**src/rtl/if_id_hazard_stage_pkg.sv**
```systemverilog
// Shared definitions for the IF/ID stage: FSM encoding, the flushed encoding,
// and helpers that pull the rs/rt register fields out of an instruction.
package if_id_hazard_stage_pkg;

  typedef enum logic {
    RUN   = 1'b0,
    STALL = 1'b1
  } state_e;

  localparam logic [31:0] NOP    = 32'h0000_0000;
  localparam int          REG_W  = 5;
  localparam int          RS_LSB = 21;
  localparam int          RT_LSB = 16;

  function automatic logic [REG_W-1:0] rs_of(input logic [31:0] instr);
    return instr[RS_LSB +: REG_W];
  endfunction

  function automatic logic [REG_W-1:0] rt_of(input logic [31:0] instr);
    return instr[RT_LSB +: REG_W];
  endfunction

endpackage

```
**src/rtl/if_id_hazard_stage_sat_counter.sv**
```systemverilog
// Up-counter that sticks at all-ones instead of wrapping.
module sat_counter #(
  parameter int W = 16
) (
  input  logic         Clk,
  input  logic         Rst_n,
  input  logic         inc,
  output logic [W-1:0] count
);

  // NOTE: sequential state is written with non-blocking assignments only, so
  // every flop samples the pre-edge values regardless of block ordering.
  always_ff @(posedge Clk or negedge Rst_n) begin
    if (!Rst_n) begin
      count <= '0;
    end else if (inc && (count != '1)) begin
      count <= count + W'(1);
    end
  end

endmodule

```
**src/rtl/if_id_hazard_stage.sv**
```systemverilog
// IF/ID pipeline register with load-use stall, branch flush and bubble
// request for ID/EX, plus saturating stall/flush performance counters.
module if_id_hazard_stage
  import if_id_hazard_stage_pkg::*;
#(
  parameter int LOAD_STALL_CYCLES = 1,
  parameter int CNT_W             = 16
) (
  input  logic             Clk,
  input  logic             Rst_n,
  input  logic [31:0]      IF_Instruction,
  input  logic [31:0]      IF_PCResult,
  input  logic             IF_Valid,
  input  logic [1:0]       EX_MemRead,
  input  logic [31:0]      EX_Instruction,
  input  logic             FlushIn,
  output logic [31:0]      ID_Instruction,
  output logic [31:0]      ID_PCResult,
  output logic             ID_Valid,
  output logic             PCWrite,
  output logic             Bubble,
  output logic [CNT_W-1:0] StallCycles,
  output logic [CNT_W-1:0] FlushCount
);

  localparam int CW = $clog2(LOAD_STALL_CYCLES + 1);

  state_e          state;
  logic [CW-1:0]   cnt;
  logic [REG_W-1:0] ex_rt;
  logic            hazard;
  logic            stall;

  assign ex_rt  = rt_of(EX_Instruction);
  assign hazard = ID_Valid && (EX_MemRead != 2'b00) && (ex_rt != '0) &&
                  ((ex_rt == rs_of(ID_Instruction)) || (ex_rt == rt_of(ID_Instruction)));
  assign stall  = (state == STALL) || ((state == RUN) && hazard);

  // NOTE: the enables are gated by Rst_n so the PC keeps running and no bubble
  // is requested while reset is asserted, even if FlushIn toggles meanwhile.
  assign PCWrite = !Rst_n || FlushIn || !stall;
  assign Bubble  = Rst_n && (FlushIn || stall);

  always_ff @(posedge Clk or negedge Rst_n) begin
    if (!Rst_n) begin
      ID_Instruction <= NOP;
      ID_PCResult    <= '0;
      ID_Valid       <= 1'b0;
      state          <= RUN;
      cnt            <= '0;
    end else if (FlushIn) begin
      ID_Instruction <= NOP;
      ID_PCResult    <= '0;
      ID_Valid       <= 1'b0;
      state          <= RUN;
      cnt            <= '0;
    end else if (stall) begin
      // ID registers hold; only the stall sequencer advances.
      if (state == RUN) begin
        if (LOAD_STALL_CYCLES > 1) begin
          state <= STALL;
          cnt   <= CW'(LOAD_STALL_CYCLES - 1);
        end
      end else begin
        cnt <= cnt - CW'(1);
        if (cnt == CW'(1)) state <= RUN;
      end
    end else begin
      ID_Instruction <= IF_Instruction;
      ID_PCResult    <= IF_PCResult;
      ID_Valid       <= IF_Valid;
    end
  end

  sat_counter #(.W(CNT_W)) u_stall_cnt (
    .Clk   (Clk),
    .Rst_n (Rst_n),
    .inc   (stall && !FlushIn),
    .count (StallCycles)
  );

  sat_counter #(.W(CNT_W)) u_flush_cnt (
    .Clk   (Clk),
    .Rst_n (Rst_n),
    .inc   (FlushIn),
    .count (FlushCount)
  );

endmodule
```
**config.mk**
```make
export PLATFORM = sky130hd
export DESIGN_NAME = if_id_hazard_stage
export DESIGN_NICKNAME = d
export VERILOG_FILES = /design/src/rtl/if_id_hazard_stage_pkg.sv /design/src/rtl/if_id_hazard_stage_sat_counter.sv /design/src/rtl/if_id_hazard_stage.sv
export SDC_FILE = /design/constraint.sdc
export NUM_CORES = 1
export LEC_CHECK = 0
export CAP_MARGIN = 20
export CORE_MARGIN = 2
export CORE_UTILIZATION = 43
export CTS_BUF_LIST = sky130_fd_sc_hd__clkbuf_8
export DETAILED_ROUTE_END_ITERATION = 6
export PLACE_DENSITY_LB_ADDON = 0.3
export SLEW_MARGIN = 5
export SYNTH_ARGS = -nofsm -noshare
export SYNTH_HDL_FRONTEND = slang
export SYNTH_SLANG_ARGS = --single-unit
```
**constraint.sdc**
```tcl
create_clock -name Clk -period 2.1 [get_ports Clk]
set_clock_uncertainty 0.05 [all_clocks]
set_input_delay 0.42 -clock Clk [delete_from_list [all_inputs] [get_ports Clk]]
set_output_delay 0.42 -clock Clk [all_outputs]
set_load 0.02 [all_outputs]
```
---- Yosys cells after proc, flatten, opt, wreduce, memory -nomap -nowiden ----
Index checks and enable logic that the tools add are counted.
operators by class
  add/sub/neg operators ................... 3
  multiply operators ...................... 0
  div/mod/pow operators ................... 0
  order comparisons ....................... 0
  eq/ne operators ......................... 5
  shifts and indexed selects .............. 0
  multiplexer cells ....................... 13
  bitwise logic cells ..................... 1
  reductions and logical operators ........ 21
operators with widths
  cell                                           count
  2-to-1 mux 32 bit                              4
  adder 16 x 1 -> 16 bit, second input constant  2
  != test 16 bit, second input constant          2
  equality test 5 bit                            2
  2-to-1 mux 1 bit                               9
  logical AND 1 bit                              8
  nonzero test 2 bit                             3
  logical OR 1 bit                               5
  nonzero test 5 bit                             1
  zero test 1 bit                                3
  != test 2 bit, second input constant           1
  AND reduction 2 bit                            1
  NOT 1 bit                                      1
  subtractor 1 bit, second input constant        1
storage, ports and cells
  flip-flop bits (word level) ............. 99
  bits in latches ......................... 0
  memory bits (writable) .................. 0
  memory bits (read-only) ................. 0
  bits of input ports ..................... 102
  memories ................................ 0

---- Depth between registers and ports, before layout ----
  depth in word-level cells ............... 8
  gate-level depth with buffers ........... 8
  depth with buffers taken out ............ 7

---- Modules after synthesis ----
Synthesis repeated with hierarchy kept, for this count alone.
unflattened totals
  cells, all modules ...................... 608
  area total of the unflattened synthesis .. 5,906.9 um2
modules (own cells, without submodules)
  module              times used  cells each  area an instance (um2)  sequential area each (um2)
  if_id_hazard_stage  1           464         4,187.8                 1,676.6
  sat_counter         2           72          859.6                   400.4

---- Least setup slack after synthesis ----
No wires, ideal clock.
  kind .................................... register to output
  start ................................... register ID_Instruction[25]
  end ..................................... output port Bubble
  arrival ................................. 1.802 ns
  data required time ...................... 1.630 ns
  path slack .............................. -0.172 ns
  cell stages (with the launch flop) ...... 8
  path buffers ............................ 2
  path through ............................ dfrtp_1 xnor2_1 nand3_1 o22ai_1 a21oi_1 buf_2 buf_4 a21boi_0
on the way
  longest elaborated chain between the ends .. 7
RTL lines
  item                    RTL line                  text
  start, declared         if_id_hazard_stage.sv:17  output logic [31:0] ID_Instruction,
  start signal, assigned  if_id_hazard_stage.sv:69  ID_Instruction <= IF_Instruction;
  equality test 5 bit     if_id_hazard_stage.sv:36  ((ex_rt == rs_of(ID_Instruction)) || (ex_rt == rt_of(ID_Instruction)));
  logical OR 1 bit        if_id_hazard_stage.sv:36
  logical AND 1 bit       if_id_hazard_stage.sv:35  assign hazard = ID_Valid && (EX_MemRead != 2'b00) && (ex_rt != '0) &&
  logical AND 1 bit       if_id_hazard_stage.sv:37  assign stall = (state == STALL) || ((state == RUN) && hazard);
  logical OR 1 bit        if_id_hazard_stage.sv:37
  logical OR 1 bit        if_id_hazard_stage.sv:42  assign Bubble = Rst_n && (FlushIn || stall);
  logical AND 1 bit       if_id_hazard_stage.sv:42
  end, declared           if_id_hazard_stage.sv:21  output logic Bubble,
No other way between the ends.

---- Final worst setup path ----
  start ................................... register ID_Instruction[25]
  end ..................................... output port PCWrite
on the way
  longest elaborated chain between the ends .. 7
RTL lines
  item                 RTL line                  text
  equality test 5 bit  if_id_hazard_stage.sv:36
  logical OR 1 bit     if_id_hazard_stage.sv:36
  logical AND 1 bit    if_id_hazard_stage.sv:35
  logical AND 1 bit    if_id_hazard_stage.sv:37
  logical OR 1 bit     if_id_hazard_stage.sv:37
  zero test 1 bit      if_id_hazard_stage.sv:41  assign PCWrite = !Rst_n || FlushIn || !stall;
  logical OR 1 bit     if_id_hazard_stage.sv:41
  end, declared        if_id_hazard_stage.sv:20  output logic PCWrite,
No other way between the ends.

==> run metrics <==
run status complete, but fails checks; multi-input combinational cell area between 0.0015 and 0.002 mm^2; Sw Ratio between 20% and 30%; Util after Layout 68.2%; Clk pwr share 26.4%; Power Total about 4300 uW; Mapped Cells around 370; IO Count roughly 200; met2 Resource Use GR between 30% and 40%; final setup fails 2; routing layer with the top usage in global route met2; Worst R2R Path Depth 9; First-pass DRT Iterations 4; largest stage delay on the critical path ~0.43 ns; CTS tree done; register area share after synthesis 56.5%; nets about 670; final std cells w/o fill between 700 and 800; Worst Path Arrival 1.71 ns; layout cells sized above 1 ~11%; Max Clk Rate between 0.4 and 0.5 GHz; Least-Margin Pin Slew 0.709 ns; Post-DP HPWL 8280 um; Site Rows 36; post-route setup slack -0.0798 ns; setup slack at placement -0.735 ns; synth top area cells dfrtp_1, mux2i_1, nor2_1, xnor2_1, xor2_1; Tmin final ~2.2 ns; initial antenna violation count 0; CP Max Fanout 4; unrepaired setup endpoints after global routing true; # fillers roughly 770; die width roughly 100 um; initial DRC count 73; H-Tree Depth 3; Inserted Clock Buffers 9; final period utilization 104%; met3 Resource Use GR roughly 4.2%; Netlist cell types 40; share of flip-flops with an asynchronous set or reset 100%; top cell type's share of synthesized area a little under three fifths; Req. time, crit path roughly 1.6 ns; met1 GRT Util between 20% and 30%; Clock Pin Slew Worst Setup and Hold Paths 0.09 ns; initial core utilization around 45%; Vias per Instance 4.96; drt drc 0; Hold Slack roughly 0.15 ns; vias in the first global route 3538; Max Slew Vio Count 0; share of total power in combinational logic between 20% and 30%; Vias between 3000 and 4000; final wirelength 11900 um; Total Routing Usage GR a little over a fifth; reg2reg end ID_PCResult[5]$_DFFE_PN0P_; global route overflow 0; total area of sequential cells between 0.002 and 0.0025 mm^2; CTS root buffer clkbuf_8; Synth Register Bits 99; failing checks negative setup slack; yosys warns 0; Die Area 0.0110 mm^2; ys flop type dfrtp_1; # hold bufs at CTS 0; wire length per cell around 17 um; synthesis-to-layout area growth 52.8%; P_int between 3000 and 4000 uW; Max Root-Sink Buffers 2; WS Path Type register to primary output; NetSw ~1200 uW; CTS Sinks 99; synthesized cell area 0.00438 mm^2; worst reg-to-reg setup slack 0.10 ns; Die Span Y approximately 100 um; Fin. Hold Viols 0; maximum number of pins on one net before global-route repair 56; Cell Chain, Critical Path xnor2_1, nand3_1, o22ai_2, a21oi_4, nor2_1, nand2_1, buf_6; Clock Latency Late Sink around 0.36 ns; first-pass GRT wire length 18500 um; Max-Cap Viols 0; Syn Area/Cell ~12 um^2; Core ar. 0.00982 mm^2; EDFF count, synth 0; static leakage 0.00337 uW; Antenna Nets Post-Route 0; peak supply drop 656 uV; Crit-path slowest cell dfrtp_1; post-synth net total approximately 480; pwr dens 646 mW/mm^2; worst r2r src ID_Instruction[25]$_DFFE_PN0P_; post-synth top area cell dfrtp_1; critical path launch point type register; GP Congestion between 0.8 and 0.9; PortBufs approximately 170; Slew HR a little over half; # diodes 0; Sequential Power Share just over 50%; Hold/Removal Path Class input port to asynchronous set/reset pin; Cell Count Post-Placement between 600 and 700; CP endpoint kind primary output
## final cells by class
| type | instances | share of cell area, % |
|---|---|---|
| Sequential cell | 99 | 37.0 |
| Timing Repair Buffer | 201 | 30.2 |
| Multi-Input combinational cell | 255 | 27.6 |
| Tap cell | 133 | 2.48 |
| Clock buffer | 12 | 2.46 |
| Clock inverter | 3 | 0.205 |
| Inverter | 2 | 0.112 |
## sequential cells by signal, indices dropped and copies added (netlist names)
register,cells
state,1
u_flush_cnt.count,16
u_stall_cnt.count,16
cnt,1
ID_Valid,1
ID_PCResult,32
ID_Instruction,32
## critical path: cells and delay by family (launching register included)
family / cells / cell delay, ns
AOI/OAI and AO/OA: 2 / 0.34
buffers and inverters: 1 / 0.13
and+or+nand+nor: 3 / 0.27
xor gates and xnor gates: 1 / 0.19
DFF: 1 / 0.43
## worst max path at each step
stage | from | end | slack [ns] | cells past startpoint
after floorplan | ID_Instruction[25]$_DFFE_PN0P_ | Bubble | 0.09 | 7
after global placement | EX_Instruction[16] | Bubble | -0.73 | 7
after detailed placement | EX_Instruction[16] | Bubble | -0.73 | 7
after CTS | ID_Instruction[21]$_DFFE_PN0P_ | PCWrite | -0.06 | 7
after global routing | ID_Instruction[25]$_DFFE_PN0P_ | PCWrite | -0.20 | 7
final | ID_Instruction[25]$_DFFE_PN0P_ | PCWrite | -0.08 | 7
## per-stage QoR
step	area (um^2)	TNS (ns)
2_1_floorplan	4390	0
3_3_place_gp	6380	-40.94
3_5_place_dp	6380	-44.74
4_1_cts	6610	-0.365
5_1_grt	6700	-0.376
6_report	6700	-0.149
## Yosys cell counts, types with 3 or more instances
| library cell | instances |
|---|---|
| nand2_1 | 14 |
| nor3_1 | 5 |
| xor2_1 | 16 |
| mux2_1 | 3 |
| xnor2_1 | 23 |
| mux2i_1 | 65 |
| nand4_1 | 8 |
| nand3_1 | 11 |
| nor2_1 | 74 |
| nor4_1 | 3 |
| clkbuf_1 | 7 |
| buf_4 | 7 |
| dfrtp_1 | 99 |
## repair_timing
item	CTS	global route
resized for setup	22	6
setup buffers	0	1
pin swaps	6	8
cloned	1	3
endpoints found under the setup margin	55	45
## routing by layer
layer  wire, um  vias to the layer above
li1           -                     1658
met3        583                       21
met2       5990                      104
met1       5050                     1715
met5          0                        -
met4        315                        0
## kinds of logic (layout without fill, tap and decap cells)
family | Yosys count | count (layout) | share of synthesized area, %
adder cells (fa/ha/maj) | 2 | 2 | 0.571
AO/OA/AOI/OAI | 10 | 10 | 1.88
flip-flops | 99 | 99 | 56.5
buffers and inverters | 19 | 218 | 2.28
XOR/XNOR | 39 | 39 | 7.79
multiplexers | 68 | 68 | 15.6
AND/OR/NAND/NOR | 136 | 136 | 15.4
## cells in the final DEF (no fill, tap or decap), types with 3 or more instances in the layout
cell type | netlist | routed
clkdlybuf4s50_1 | 0 | 164
dfrtp_1 | 99 | 99
nor2_1 | 74 | 74
mux2i_1 | 65 | 65
xnor2_1 | 23 | 23
buf_4 | 7 | 23
xor2_1 | 16 | 16
nand2_1 | 14 | 14
clkbuf_8 | 0 | 12
nand3_1 | 11 | 11
nand4_1 | 8 | 8
dlygate4sd2_1 | 0 | 5
inv_1 | 2 | 3
nor4_2 | 2 | 3
mux2_1 | 3 | 3
nor3_1 | 5 | 3
buf_6 | 0 | 3
## power by group through the flow
stage / Combinational, uW / Sequential (uW) / Clock (uW)
2_1_floorplan: 247 / 2380 / 0
6_report: 1000 / 2180 / 1140
5_1_grt: 1080 / 2210 / 1250
3_5_place_dp: 1000 / 2220 / 0
4_1_cts: 1010 / 2180 / 1170
3_3_place_gp: 978 / 2210 / 0
No activity file was read; power rests on OpenSTA's default activity.
==> variant 1, RTL diff (same settings) <==
Make the reset (`Rst_n`) synchronous in 2 clocked blocks.
--- a/src/rtl/if_id_hazard_stage_sat_counter.sv
+++ b/src/rtl/if_id_hazard_stage_sat_counter.sv
@@ -11,5 +11,5 @@
   // NOTE: sequential state is written with non-blocking assignments only, so
   // every flop samples the pre-edge values regardless of block ordering.
-  always_ff @(posedge Clk or negedge Rst_n) begin
+  always_ff @(posedge Clk) begin
     if (!Rst_n) begin
       count <= '0;
--- a/src/rtl/if_id_hazard_stage.sv
+++ b/src/rtl/if_id_hazard_stage.sv
@@ -42,5 +42,5 @@
   assign Bubble  = Rst_n && (FlushIn || stall);
 
-  always_ff @(posedge Clk or negedge Rst_n) begin
+  always_ff @(posedge Clk) begin
     if (!Rst_n) begin
       ID_Instruction <= NOP;
Function: differs if Rst_n is asserted again (counterexample within 4 cycles, from zero or initial values and one cycle with Rst_n low); with Rst_n held inactive, the same outputs for 10 cycles.
==> variant 1 against the unedited design <==
The run still ends with setup timing left. Routed wire length down 9.6%. Register-to-register slack worse by 0.04 ns. Sequential cell count unchanged. Power down 13%. Design area down 4.5%. Non-clock buffer count down 1. Area after synthesis down 6.4%. Setup slack better by 0.054 ns. Critical path type is now input pin to primary output. Largest power group unchanged.
==> variant 1: results <==
[placed_design]
gp_congestion = 0.812
io_buffer_count = 173
dp_hpwl_microns = 8030
place_ws_ns = -0.793
dp.cells = 734
dpl_cell_area_sq_mm = 0.00610

[setup_path]
cp_top_family = buffers and inverters
cp_slowest_stage_delay_ns = 0.27
slowest_stage = dlygate4sd2_1
arrival_ns = 1.66

[cells_and_area]
drive_gt1_share_pct = 12.5
syn_to_final_growth_pct = 55.9
diodes = 0
finalNetCount = 722
top_regs = ID_Instruction x32, ID_PCResult x32
fillCellCount = 742
fin_cells = 752

[routing]
top_layer_used = met4
post_drt_wl_per_cell_microns = 14.4
dr.pass1.iters = 4
dr_wl_met3_microns = 682
drtIter0Drc = 101
via_per_inst = 4.91
wl_met1_microns = 4350
met2_length_microns = 5580

[run_status]
violations = setup timing
status = finished, violations left

[grt]
grt_first_pass_wirelength_microns = 17000
gr-usage-met1_pct = 23.5
grt_max_degree = 68
grt.total_usage_pct = 20.6
grt_pass1_vias = 3637
met3_usage_pct = 5.87
grt.met2_usage_pct = 36.6

[yosys]
synthMuxAreaShare_pct = 18.0
ys_types = 43
synth-seq-area-share_pct = 48.3
synth_xor_area_share_pct = 4.91
ys.flop_type = dfxtp_1
syn_nets = 532
synth_area_leaders = dfxtp_1, mux2i_1, nor2_1
async_flop_share_pct = 0
ys_warn_count = 0
synthAdderAreaFrac_pct = 0.610
synthTopCellsByCount = dfxtp_1, nor2_1, mux2i_1, nand2_1, xnor2_1
synth_cells = 428
synth-compound-area-share_pct = 4.45

[clocking]
cts.clk_slew.worst_paths_ns = 0.09
cts_resized = 27
post-cts-setup-buffer-count = 2
insertion_delay_ns = 0.36
htreeDepth = 3

[timing]
setup_violations = 1
worst_slew_pin_slew_ns = 0.683
tns_ns = -0.0257
fin_ws_ns = -0.0257

[power]
p_leak_nw = 2.80
peakVddDrop_mv = 0.389

[min_path]
min_path_type = register to register

[run]
maxCapViolCount = 0
variant 1: report_power, final:
part | internal [mW] | switching, mW
Sequential | 1.93 | 0.0352
Clock | 0.595 | 0.687
Combinational | 0.293 | 0.220
variant 1: cell type report:
cell class | instances | share of cell area [%]
inverters | 4 | 0.235
repair buffers | 200 | 30.4
clock inverters | 6 | 1.13
clock buffers | 10 | 2.15
well taps | 129 | 2.52
multi-input cells | 304 | 32.4
flip-flops and latches | 99 | 31.2
variant 1: final timing paths:
kind	start	end	slack [ns]	cells past startpoint
max reg2reg	ID_Instruction[23]	u_stall_cnt.count[13]	0.06	8
min	cnt	state	0.40	1
max	EX_Instruction[20]	PCWrite	-0.03	7
min reg2reg	cnt	state	0.40	1
variant 1: cell families after synthesis:
kind of cell / count (synthesis)
buffers and inverters: 25
xor gates and xnor gates: 23
and+or+nand+nor: 176
AOI/OAI and AO/OA: 29
adders and majority gates: 2
muxes: 74
DFF: 99
==> variant 2, RTL diff (same flow settings) <==
Without the edit above. `CNT_W`: 16 -> 14.
--- a/src/rtl/if_id_hazard_stage.sv
+++ b/src/rtl/if_id_hazard_stage.sv
@@ -5,5 +5,5 @@
 #(
   parameter int LOAD_STALL_CYCLES = 1,
-  parameter int CNT_W             = 16
+  parameter int CNT_W             = 14
 ) (
   input  logic             Clk,
Ports: changed (resized FlushCount and StallCycles); port bits go from 201 to 197. The function was not compared with the original's and may differ.
==> variant 2 against the unedited design <==
The flow still finishes with violations (setup timing). Routed wire length decreased by 9.9%. Largest power group unchanged. Non-clock buffer count increased by 9. Clock power increased by 8%. Largest cell class unchanged. Highest routed layer unchanged. Sequential cell count decreased by 4. Design area decreased by 5.9%. Critical path type unchanged. Cell count decreased by 13%. Setup slack got worse by 0.29 ns. Power increased by 2.2%. Via count decreased by 8.7%. Area after synthesis decreased by 13%. Hold slack improved by 0.0040 ns. Count of clock-buffer cells in the layout decreased by 3. Die area decreased by 13%.
==> variant 2: results <==
[run_status]
status = finished, violations left
violations = setup timing

[routing]
wl_met1_microns = 4680
met2_length_microns = 5140

[setup_path]
slowest_stage = dfrtp_2
reg2reg_setup_slack_ns = -0.12
arrival_ns = 2.00
crit_fanout = 3
endpoint = Bubble

[power]
p_leak_nw = 2.89
peakVddDrop_mv = 0.371

[grt]
met3_usage_pct = 4.51
grt.met2_usage_pct = 34.6
grt_first_pass_wirelength_microns = 16700
gr-usage-met1_pct = 29.2
grt.total_usage_pct = 21.7

[timing]
setup_violations = 64
slew_headroom_pct = 55.1
fin_ws_ns = -0.368

[placed_design]
dpl_cell_area_sq_mm = 0.00579
dp_hpwl_microns = 7340
place_ws_ns = -0.964
io_buffer_count = 169

[cells_and_area]
fillCellCount = 637
fin_cells = 611
finalNetCount = 604
variant 2: changes by cell type after synthesis, moves of 5 or more:
cell | unedited run | this run
a22o_1 | 0 | 65
inv_1 | 2 | 7
mux2i_1 | 65 | 1
nor2_1 | 74 | 15
xnor2_1 | 23 | 15
variant 2: timing repair:
action | CTS | global route
endpoints found under the setup margin | 81 | 80
buffers inserted | 1 | 5
pin swaps | 6 | 5
resized for setup | 20 | 16
gates cloned | 1 | 7
variant 2: per-stage QoR:
stage	setup TNS (ns)	hold slack, ns
finish	-4.19	0.156
floorplan	-0.209	0.0744
global placement	-51.06	0.381
detailed placement	-57.29	0.390
global route	-11.34	0.193
CTS	-0.746	0.177
variant 2: cells by family (layout without fill, tap and decap cells):
group | count (synthesis) | count (layout) | share of synthesized area [%]
DFF | 95 | 95 | 62.5
AOI/OAI and AO/OA | 74 | 74 | 17.1
and+or+nand+nor | 64 | 64 | 8.36
xor gates and xnor gates | 34 | 34 | 7.83
buffers and inverters | 22 | 231 | 2.66
muxes | 3 | 3 | 0.855
adders and majority gates | 2 | 2 | 0.658
variant 2: cell type report:
cell class / instances / share of cell area (%)
multi-input combinational: 177 / 22.0
tap: 108 / 2.14
clock inverter: 5 / 1.21
sequential: 95 / 37.8
clock buffer: 9 / 1.97
inverter: 7 / 0.417
timing repair buffer: 210 / 34.5
variant 2: worst register-to-register path, cell delays in order (launching register included):
cell and delay (ns):
dfrtp_2 0.41, xor2_1 0.16, nor3_2 0.23, a22oi_2 0.14, o41ai_4 0.46, buf_6 0.23
buf_12 0.13, nand4_1 0.14, xnor2_1 0.17
variant 2: report_power, final:
part / internal (mW) / switching (mW) / total, mW
sequential: 1.98 / 0.162 / 2.15
clock: 0.652 / 0.580 / 1.23
combinational: 0.567 / 0.478 / 1.05
total: 3.20 / 1.22 / 4.42
